**src/rtl/alu_cmd_parser.sv**
```systemverilog
// Assembles 5-byte {HEADER, OP, A, B, CHK} frames from the UART byte stream and
// hands checksum-valid commands to the ALU; bad or stalled frames are dropped and flagged.
module alu_cmd_parser #(
  parameter logic [7:0] HEADER         = 8'hAA,
  parameter int         TIMEOUT_CYCLES = 25000
) (
  input  logic       clk,
  input  logic       rst,
  input  logic [7:0] rx_data,
  input  logic       rx_valid,
  output logic [7:0] cmd_op,
  output logic [7:0] cmd_a,
  output logic [7:0] cmd_b,
  output logic       cmd_valid,
  output logic       frame_err,
  output logic [1:0] err_code,
  output logic       busy
);

  localparam int              CW      = $clog2(TIMEOUT_CYCLES + 1);
  localparam logic [CW-1:0]   TO_LAST = CW'(TIMEOUT_CYCLES - 1);

  typedef enum logic [2:0] {IDLE, GET_OP, GET_A, GET_B, GET_CHK} state_t;

  state_t        r_state;
  logic [7:0]    r_op, r_a, r_b;
  logic [CW-1:0] r_cnt;
  logic          w_timeout;

  // A byte arriving in the timeout cycle wins, so rx_valid masks the expiry.
  assign w_timeout = (r_state != IDLE) && !rx_valid && (r_cnt == TO_LAST);
  assign busy      = (r_state != IDLE);

  always_ff @(posedge clk or negedge rst) begin
    if (!rst) begin
      r_state   <= IDLE;
      r_op      <= '0;
      r_a       <= '0;
      r_b       <= '0;
      r_cnt     <= '0;
      cmd_op    <= '0;
      cmd_a     <= '0;
      cmd_b     <= '0;
      cmd_valid <= 1'b0;
      frame_err <= 1'b0;
      err_code  <= 2'b00;
    end else begin
      cmd_valid <= 1'b0;
      frame_err <= 1'b0;
      if (r_state == IDLE) begin
        r_cnt <= '0;
        if (rx_valid && rx_data == HEADER) r_state <= GET_OP;
      end else if (rx_valid) begin
        r_cnt <= '0;
        case (r_state)
          GET_OP: begin r_op <= rx_data; r_state <= GET_A; end
          GET_A:  begin r_a  <= rx_data; r_state <= GET_B; end
          GET_B:  begin r_b  <= rx_data; r_state <= GET_CHK; end
          default: begin
            r_state <= IDLE;
            if (rx_data == (r_op ^ r_a ^ r_b)) begin
              cmd_op    <= r_op;
              cmd_a     <= r_a;
              cmd_b     <= r_b;
              cmd_valid <= 1'b1;
            end else begin
              frame_err <= 1'b1;
              err_code  <= 2'b01;
            end
          end
        endcase
      end else if (w_timeout) begin
        r_state   <= IDLE;
        r_cnt     <= '0;
        frame_err <= 1'b1;
        err_code  <= 2'b10;
      end else begin
        r_cnt <= r_cnt + CW'(1);
      end
    end
  end

endmodule

```
**config.mk**
```make
export PLATFORM = sky130hd
export DESIGN_NAME = alu_cmd_parser
export DESIGN_NICKNAME = d
export VERILOG_FILES = /design/src/rtl/alu_cmd_parser.sv
export SDC_FILE = /design/constraint.sdc
export NUM_CORES = 1
export LEC_CHECK = 0
export ABC_CLOCK_PERIOD_IN_PS = 2400
export BUFFER_PORTS_ARGS = -buffer_cell sky130_fd_sc_hd__clkbuf_2
export CORE_MARGIN = 4
export CORE_UTILIZATION = 25
export CTS_BUF_LIST = sky130_fd_sc_hd__clkbuf_4
export DETAILED_ROUTE_END_ITERATION = 10
export PLACE_DENSITY_LB_ADDON = 0.1
export RECOVER_POWER = 50
export SYNTH_ARGS = -nofsm -noshare
export SYNTH_HDL_FRONTEND = slang
export SYNTH_SLANG_ARGS = --single-unit
```
**constraint.sdc**
```tcl
create_clock -name clk -period 2.4 [get_ports clk]
set_input_delay 0.48 -clock clk [delete_from_list [all_inputs] [get_ports clk]]
set_output_delay 0.48 -clock clk [all_outputs]
set_load 0.01 [all_outputs]
```
==> flow_metrics.tcl, run 1 <==
set metrics [dict create \
    tns_ns 0 \
    rsz0062_at_grt "false" \
    swShare 0.307 \
    clock_path_buffers 2 \
    rows 40 \
    synth_cells 227 \
    wirelength_um 6410 \
    p_per_area_nw_per_um2 943 \
    seq_area_frac_synth 0.575 \
    drc 0 \
    ys_ff_latch 70 \
    r2r_slack_ns 0.45 \
    place_hpwl_um 4320 \
    ir_worst_vdd_mv 0.242 \
    grt_overflow_total 0 \
    pwr-share-comb 0.268 \
    via_per_inst 4.30 \
    io_buffers 39 \
    nets 290 \
    intPower_uw 2340 \
    synthToLayoutAreaGrowth_pct 17.5 \
    worstMarginPinSlew_ns 1.77 \
    p_clk_frac 0.250 \
    finalCritPeriodShare 0.814 \
    relSlewSlack -0.179 \
    yosysWarnings 0 \
    start_util 0.255 \
    grt_usage 0.0979 \
    drv_cap 1 \
    min-delay-start "rx_data[3]" \
    cts_sinks 70 \
    ctsResizeCount 0 \
    drive_gt1_frac 0.362 \
    synth_fp_nets 239 \
    power_uw 3380 \
    reg2reg_to "r_state[1]$_DFFE_PN0P_" \
    whs_endpoint "r_a[3]$_DFFE_PN0P_" \
    worst_ep_arrival_time_ns 2.26 \
    drt_first_pass_iters 4 \
    ctsHoldBuffers 0 \
    hp-class "primary input to flip-flop" \
    p_sw_uw 1040 \
    finalSetupViolations 0 \
    finalHoldViolations 0 \
    critPathRequiredTime_ns 2.70 \
    reg2reg_depth 5 \
    n_antenna_cell 0 \
    syn-mean-instance-area_sq_um 13.4 \
    worstPathMaxFanout 4 \
    cp-start-kind "flip-flop" \
    die-area_sq_um 14000 \
    dpl.cell_count 414 \
    ios 40 \
    clk_pin_slew_worst_paths_ns 0.11 \
    grt_pass1_wl_um 10500 \
    postCtsSetupBuffers 0 \
    fmax_mhz 512 \
    vias 1845 \
    place.gp.congestion 0.696 \
    worstSetupPathType "flip-flop to flip-flop" \
    syn_area_sq_um 3050 \
    die_x_um 118 \
    postLayoutCoreUtil 0.299 \
    seqPwrFrac 0.481 \
    antenna_found_initial 0 \
    worstReg2RegStart "r_cnt[3]$_DFF_PN0_" \
    cts_buffers 9 \
    grt_pass1_vias 1923 \
    maxSlewViolCount 71 \
    core_area_sq_um 12000 \
    drtIter0Drc 69 \
    ctsHtreeMaxLevel 3 \
    cp-end-kind "flip-flop" \
    violations "capacitance limit, slew limit" \
    cts_tree "done" \
    clock_latency_ns 0.41 \
    stdcell_count 429 \
    hold_depth 2 \
    fp.dieH_um 118 \
    final.min_clock_period_ns 1.95 \
    antenna_left 0 \
    wire_per_inst_um 14.9 \
    yosysUniqueCellTypes 37 \
    root_buffer "clkbuf_4" \
    fin_worst_skew_ns 0.0154 \
    grt_start_max_net_pins 71 \
    leakagePower_uw 0.00165 \
    run_status "finished with violations" \
]
[metrics by stage]
stage          hold WS, ns  setup WS, ns  area [sq um]
2_1_floorplan        0.184         0.482          3050
6_report             0.392         0.447          3580
5_1_grt              0.358         0.295          3580
3_3_place_gp         0.451         0.190          3460
3_5_place_dp         0.453         0.202          3460
4_1_cts             0.0743         0.414          3610
[synth_stat cells, drive strengths merged]
cell type  count  area, sq um
mux2          48          541
or4            1         7.51
and2           1         8.76
buf            4         35.0
a21oi          1         5.00
nor4bb         2         20.0
o21ai          1         5.00
nand3          7         35.0
clkbuf         1         3.75
and3           2         12.5
nand2b         1         6.26
xnor2         27          236
nand2          7         26.3
xor2          10         87.6
nand4          2         12.5
nor3b          1         7.51
nor4           4         31.3
a21o           1         7.51
nor3           3         26.3
inv            4         15.0
dfrtp         70         1750
a21bo          1         10.0
or3            1         6.26
and3b          1         8.76
nor2b          1         6.26
ha             1         12.5
or4bb          2         22.5
a211o          1         8.76
o21a           1         7.51
nor2          19         73.8
o21bai         1         7.51
[flip-flops by register name (all words and copies together), names as in the netlist]
register	count
r_op	8
cmd_b	8
cmd_op	8
r_cnt	15
cmd_a	8
r_b	8
r_state	3
err_code	2
frame_err	1
r_a	8
cmd_valid	1
[power by group through the flow]
stage | Sequential (uW) | Combinational, uW | Clock [uW]
floorplan | 1600 | 720 | 0
global placement | 1660 | 934 | 0
detailed placement | 1660 | 934 | 0
CTS | 1630 | 941 | 887
global route | 1670 | 1020 | 930
finish | 1620 | 906 | 845
[layer usage]
layer	track usage	wire, um	up-vias
li1	-	-	890
met1	0.135	3250	917
met2	0.139	2850	32
met3	0.0340	248	6
met4	0.0434	70	0
met5	0	0	-
[cells in the final DEF (no fill, tap or decap), drive strengths merged, types with 3 or more instances in the layout]
cell type	n
dfrtp	70
clkbuf	50
mux2	48
xnor2	27
nor2	19
xor2	10
nand3	7
nand2	7
buf	5
inv	4
nor4	4
nor3	3
[critical path: stages (launching register included)]
cell     delay, ns
dfrtp_1       0.43
or4bb_1       0.53
nor4_2        0.33
and2_4        0.22
nor2_2        0.05
a211o_1       0.29
[layout make-up]
class,instances,area [sq um]
clock buffers,10,75.1
multi-input cells,148,1240
inverters,4,15.0
clock inverters,5,75.1
flip-flops and latches,70,1750
fillers,1239,8380
well taps,147,184
repair buffers,45,239
[how the worst max path moves through the flow]
stage,from,endpoint,slack [ns],cells after the start
after detailed placement,rx_valid,r_state[1]$_DFFE_PN0P_,0.20,6
final,r_cnt[3]$_DFF_PN0_,r_state[1]$_DFFE_PN0P_,0.45,5
after CTS,r_a[5]$_DFFE_PN0P_,cmd_b[7]$_DFFE_PN0P_,0.41,6
after global placement,rx_valid,r_state[1]$_DFFE_PN0P_,0.19,6
after global routing,r_a[5]$_DFFE_PN0P_,cmd_a[0]$_DFFE_PN0P_,0.30,6
after floorplan,rx_data[3],cmd_a[0]$_DFFE_PN0P_,0.48,6
[kinds of logic (layout without fill, tap and decap cells)]
kind of cell    Yosys count  in the layout  synth area share
compound gates            7              7            0.0168
xor+xnor                 37             37             0.106
fa+ha+maj                 1              1           0.00411
buf+inv                   9             64            0.0177
flops                    70             70             0.575
mux                      48             48             0.177
simple gates             55             55             0.102
Power figures use the tool's default switching activity.
==> run 2, diff against run 1 <==
- ABC_CLOCK_PERIOD_IN_PS: 2400 -> 1650
- clock period: 2.4 -> 1.65 ns (I/O delays scaled with it)
==> flow_metrics.tcl, run 2 (same netlist as run 1, synthesis figures left out) <==
set metrics [dict create \
    run_status "finished with violations" \
    violations "setup timing" \
    cts_tree "done" \
    hold_ws_ns 0.291 \
    crit_slowest_cell "dfrtp_1" \
    whs_endpoint "r_a[3]$_DFFE_PN0P_" \
    ctsHtreeMaxLevel 3 \
    clk_pin_slew_worst_paths_ns 0.11 \
    finalCritPeriodShare 1.16 \
    wirelength_um 6930 \
    ios 40 \
    worst_ep_arrival_time_ns 2.22 \
    fillers 1222 \
    min-delay-start "rx_data[3]" \
    top_layer "met4" \
    dpl.cell_count 470 \
    worstPathMaxFanout 20 \
    grt_pass1_wl_um 11900 \
    cts_buffers 9 \
    antenna_left 0 \
    worstSetupPathType "flip-flop to flip-flop" \
    fmax_mhz 524 \
    grt_overflow_total 0 \
    final_common_cell "dfrtp_1" \
    hp-class "primary input to flip-flop" \
    setup_slack_ns -0.257 \
    cts_sinks 70 \
    stdcell_count 492 \
    clock_path_buffers 2 \
    cp-start-kind "flip-flop" \
    drive_gt1_frac 0.557 \
    wl_met3_um 206 \
    start_util 0.255 \
    drv_cap 0 \
    grt_start_max_net_pins 31 \
    core_area_sq_um 12000 \
    cp_cell_sequence "xnor2_2 > xnor2_1 > nand4_1 > nor3_4 > buf_12 > mux2_2" \
    ir_worst_vdd_mv 0.460 \
    drtIter0Drc 33 \
    place_area_sq_um 3910 \
    worstReg2RegStart "r_b[7]$_DFFE_PN0P_" \
    final.min_clock_period_ns 1.91 \
    relSlewSlack 0.522 \
    clock_latency_ns 0.42 \
    finalHoldViolations 0 \
    cpPeakStageDelay_ns 0.42 \
    root_buffer "clkbuf_4" \
    die_x_um 118 \
    hold_depth 3 \
    n_antenna_cell 0 \
    maxSlewViolCount 0 \
    wire_per_inst_um 14.1 \
    largest_register_ffs 15 \
    design_area_sq_um 4220 \
    rsz0062_at_grt "true" \
    cp-end-kind "flip-flop" \
    layout_common_cells "70 x dfrtp_1, 60 x buf_4, 41 x mux2_2" \
    critPathRequiredTime_ns 1.97 \
    grt_pass1_vias 2222 \
    reg2reg_to "cmd_op[4]$_DFFE_PN0P_" \
    vias 2059 \
    p_per_area_nw_per_um2 1270 \
    wl_met1_um 3400 \
    io_buffers 39 \
    die-area_sq_um 14000 \
    place_hpwl_um 5060 \
    rows 40 \
    top_register "r_cnt" \
    via_per_inst 4.18 \
    nets 352 \
    place.gp.congestion 0.733 \
    leakagePower_uw 0.00201 \
    synthToLayoutAreaGrowth_pct 38.6 \
    drc 0 \
    fin_worst_skew_ns 0.0146 \
    worstMarginPinSlew_ns 0.718 \
    fp.dieH_um 118 \
    wl_met2_um 3160 \
    reg2reg_depth 6 \
    drt_first_pass_iters 4 \
    r2r_slack_ns -0.26 \
    grt_usage 0.110 \
    finalSetupViolations 45 \
    antenna_found_initial 0 \
]
==> run 2: cell type report <==
| class | count | area, sq um | share of cell area |
|---|---|---|---|
| flip-flops and latches | 70 | 1750 | 0.415 |
| multi-input cells | 148 | 1410 | 0.334 |
| repair buffers | 107 | 759 | 0.180 |
| well taps | 147 | 184 | 0.0436 |
| clock buffers | 9 | 67.6 | 0.0160 |
| clock inverters | 7 | 31.3 | 0.00741 |
| inverters | 4 | 15.0 | 0.00356 |
==> run 2: per-stage QoR <==
stage	total power, uW	util	TNS, ns	setup WS [ns]
after floorplan	3390	-	-3.88	-0.173
after global placement	4280	0.327	-9.15	-0.322
after detailed placement	4290	0.327	-9.77	-0.330
after CTS	5380	0.344	-9.16	-0.284
after global routing	5760	0.353	-12.90	-0.373
final	5340	0.353	-7.37	-0.257
==> run 2: worst max-delay path by stage <==
stage	start	to	slack, ns
floorplan	r_op[7]$_DFFE_PN0P_	cmd_a[0]$_DFFE_PN0P_	-0.17
global placement	rx_data[7]	cmd_a[7]$_DFFE_PN0P_	-0.32
detailed placement	rx_data[7]	cmd_a[2]$_DFFE_PN0P_	-0.33
CTS	r_b[7]$_DFFE_PN0P_	cmd_a[2]$_DFFE_PN0P_	-0.28
global route	r_b[3]$_DFFE_PN0P_	cmd_a[2]$_DFFE_PN0P_	-0.37
finish	r_b[7]$_DFFE_PN0P_	cmd_op[4]$_DFFE_PN0P_	-0.26
==> run 2: routing by layer <==
metal | GRT usage | vias up
met5 | 0 | -
met4 | 0.0565 | 0
met3 | 0.0306 | 15
met2 | 0.164 | 30
met1 | 0.145 | 994
li1 | - | 1020
==> run 2: report_power, final <==
group	switching (uW)	total (uW)	leakage (uW)	internal [uW]
clock	617	900	0.0000533	282
combinational	861	2150	0.00103	1290
sequential	241	2290	0.000927	2050
==> run 2: critical path: cells and delay by family (launching register included) <==
kind          cells  cell delay, ns
xor+xnor          2            0.33
buf+inv           1            0.20
flops             1            0.42
mux               1            0.34
simple gates      2            0.49
==> run 2: timing repair <==
action,CTS,global route
pin swaps,4,10
cloned,1,0
hold endpoints to repair,11,0
hold buffers,1,0
setup endpoints to repair,46,47
buffers inserted,5,1
resized for setup,9,38
==> run 3, diff against run 2 <==
- CORE_UTILIZATION: 25 -> 50
- CTS_BUF_LIST: sky130_fd_sc_hd__clkbuf_4 -> sky130_fd_sc_hd__clkbuf_16
- SKIP_LAST_GASP: not set -> 1
==> flow_metrics.tcl, run 3 (same netlist as run 1, synthesis figures left out) <==
set metrics [dict create \
    run_status "finished with violations" \
    violations "setup timing" \
    worstPathMaxFanout 6 \
    ctsHtreeMaxLevel 3 \
    n_antenna_cell 0 \
    antenna_left 0 \
    wirelength_um 6730 \
    p_sw_uw 1830 \
    ios 40 \
    maxSlewViolCount 0 \
    cp-start-kind "flip-flop" \
    drive_gt1_frac 0.566 \
    start_util 0.514 \
    fmax_mhz 510 \
    place.gp.congestion 0.768 \
    place_hpwl_um 4190 \
    tns_ns -9.04 \
    vias 2121 \
    cts_tree "done" \
    rsz0062_at_grt "true" \
    crit_slowest_cell "dfrtp_1" \
    cts_buffers 9 \
    io_buffers 39 \
    final_common_cell "dfrtp_1" \
    p_per_area_nw_per_um2 1510 \
    pwr-share-comb 0.318 \
    finalSetupViolations 45 \
    drt_first_pass_iters 4 \
    worst_ep_arrival_time_ns 2.17 \
    worstMarginPinSlew_ns 0.943 \
    hp-class "primary input to asynchronous set/reset pin" \
    clock_latency_ns 0.32 \
    cp_cell_sequence "xnor2_2 > xnor2_1 > nand4_1 > nor3_4 > buf_4 > clkbuf_16 > mux2_2" \
    fin_worst_skew_ns 0.00328 \
    ir_worst_vdd_mv 0.920 \
    cp-end-kind "flip-flop" \
    finalHoldViolations 0 \
    cts_sinks 70 \
    nets 348 \
    die-area_sq_um 7400 \
    finalCritPeriodShare 1.19 \
    critPathRequiredTime_ns 1.85 \
    fp.dieH_um 86.0 \
    worstSetupPathType "flip-flop to flip-flop" \
    rows 28 \
    grt_overflow_total 0 \
    intPower_uw 4760 \
    core_area_sq_um 5920 \
    setup_slack_ns -0.313 \
    seqPwrFrac 0.359 \
    wire_per_inst_um 16.2 \
    layout_common_cells "70 x dfrtp_1, 56 x buf_4, 38 x clkbuf_2" \
    via_per_inst 5.10 \
    grt_pass1_wl_um 10800 \
    drc 0 \
    final.min_clock_period_ns 1.96 \
    p_clk_frac 0.323 \
    grt_usage 0.190 \
    grt_start_max_net_pins 71 \
    drv_cap 0 \
    clk_pin_slew_worst_paths_ns 0.05 \
    drtIter0Drc 75 \
    root_buffer "clkbuf_16" \
    antenna_found_initial 0 \
    relSlewSlack 0.371 \
    leakagePower_uw 0.00213 \
    grt_pass1_vias 2223 \
    largest_register_ffs 15 \
    postLayoutCoreUtil 0.738 \
    die_x_um 86.0 \
    top_register "r_cnt" \
    clock_path_buffers 2 \
    synthToLayoutAreaGrowth_pct 43.4 \
    cpPeakStageDelay_ns 0.40 \
    swShare 0.278 \
]
-- run 3: changes by cell type in the layout (fill, tap and decap cells not counted), moves of 5 or more --
cell       previous run  this run
clkbuf_16             0        11
nor2_4                9         4
clkinv_1              5         0
mux2_2               41        34
mux2_4                5        12
clkbuf_4             11         1
-- run 3: power groups by stage --
stage	registers [uW]	logic, uW	clock network (uW)
CTS	2320	1990	2160
detailed placement	2340	1900	0
global placement	2320	1850	0
global route	2410	2290	2240
floorplan	2320	1070	0
finish	2370	2100	2130
-- run 3: worst max-delay path, delay by kind of cell, from the launching register on --
kind                   cells  cell delay (ns)
XOR/XNOR                   2             0.36
buffers and inverters      2             0.31
flip-flops                 1             0.40
multiplexers               1             0.33
AND/OR/NAND/NOR            2             0.45
-- run 3: area by class of cell --
cell class / count / area, sq um
repair buffers: 102 / 727
flip-flops and latches: 70 / 1750
inverters: 4 / 15.0
fillers: 402 / 1550
clock buffers: 9 / 225
multi-input cells: 149 / 1450
well taps: 75 / 93.8
clock inverters: 7 / 106
-- run 3: final timing paths --
path,startpoint,end,slack [ns],depth (start not counted)
max,r_b[5]$_DFFE_PN0P_,cmd_b[2]$_DFFE_PN0P_,-0.31,7
min,rst,cmd_b[0]$_DFFE_PN0P_,0.27,2
max reg2reg,r_b[5]$_DFFE_PN0P_,cmd_b[2]$_DFFE_PN0P_,-0.31,7
min reg2reg,r_cnt[0]$_DFF_PN0_,r_cnt[0]$_DFF_PN0_,0.48,1
max in group asynchronous,rst,r_a[2]$_DFFE_PN0P_,0.78,2
min in group clk,rx_data[2],r_a[2]$_DFFE_PN0P_,0.40,3
-- run 3: through the flow --
step | hold slack, ns | cells | instance area [sq um] | total power, uW | setup WS (ns)
after global placement | 0.382 | 391 | 3750 | 4170 | -0.259
after global routing | 0.358 | 416 | 4370 | 6950 | -0.385
after CTS | 0.0417 | 412 | 4160 | 6470 | -0.279
final | 0.271 | 416 | 4370 | 6590 | -0.313
after detailed placement | 0.383 | 391 | 3750 | 4240 | -0.323
after floorplan | 0.0344 | 227 | 3060 | 3390 | -0.173
-- run 3: per-layer routing --
layer  part of all wire  GRT usage
met1               0.43      0.242
met2               0.52      0.317
met3              0.038     0.0375
met5                  0          0
met4              0.013     0.0777
-- run 3: repair_timing --
item	in CTS	in global routing
buffers inserted	5	3
hold buffers	0	0
pin swaps	9	13
gates cloned	1	3
resized for setup	9	40
endpoints found under the setup margin	45	46
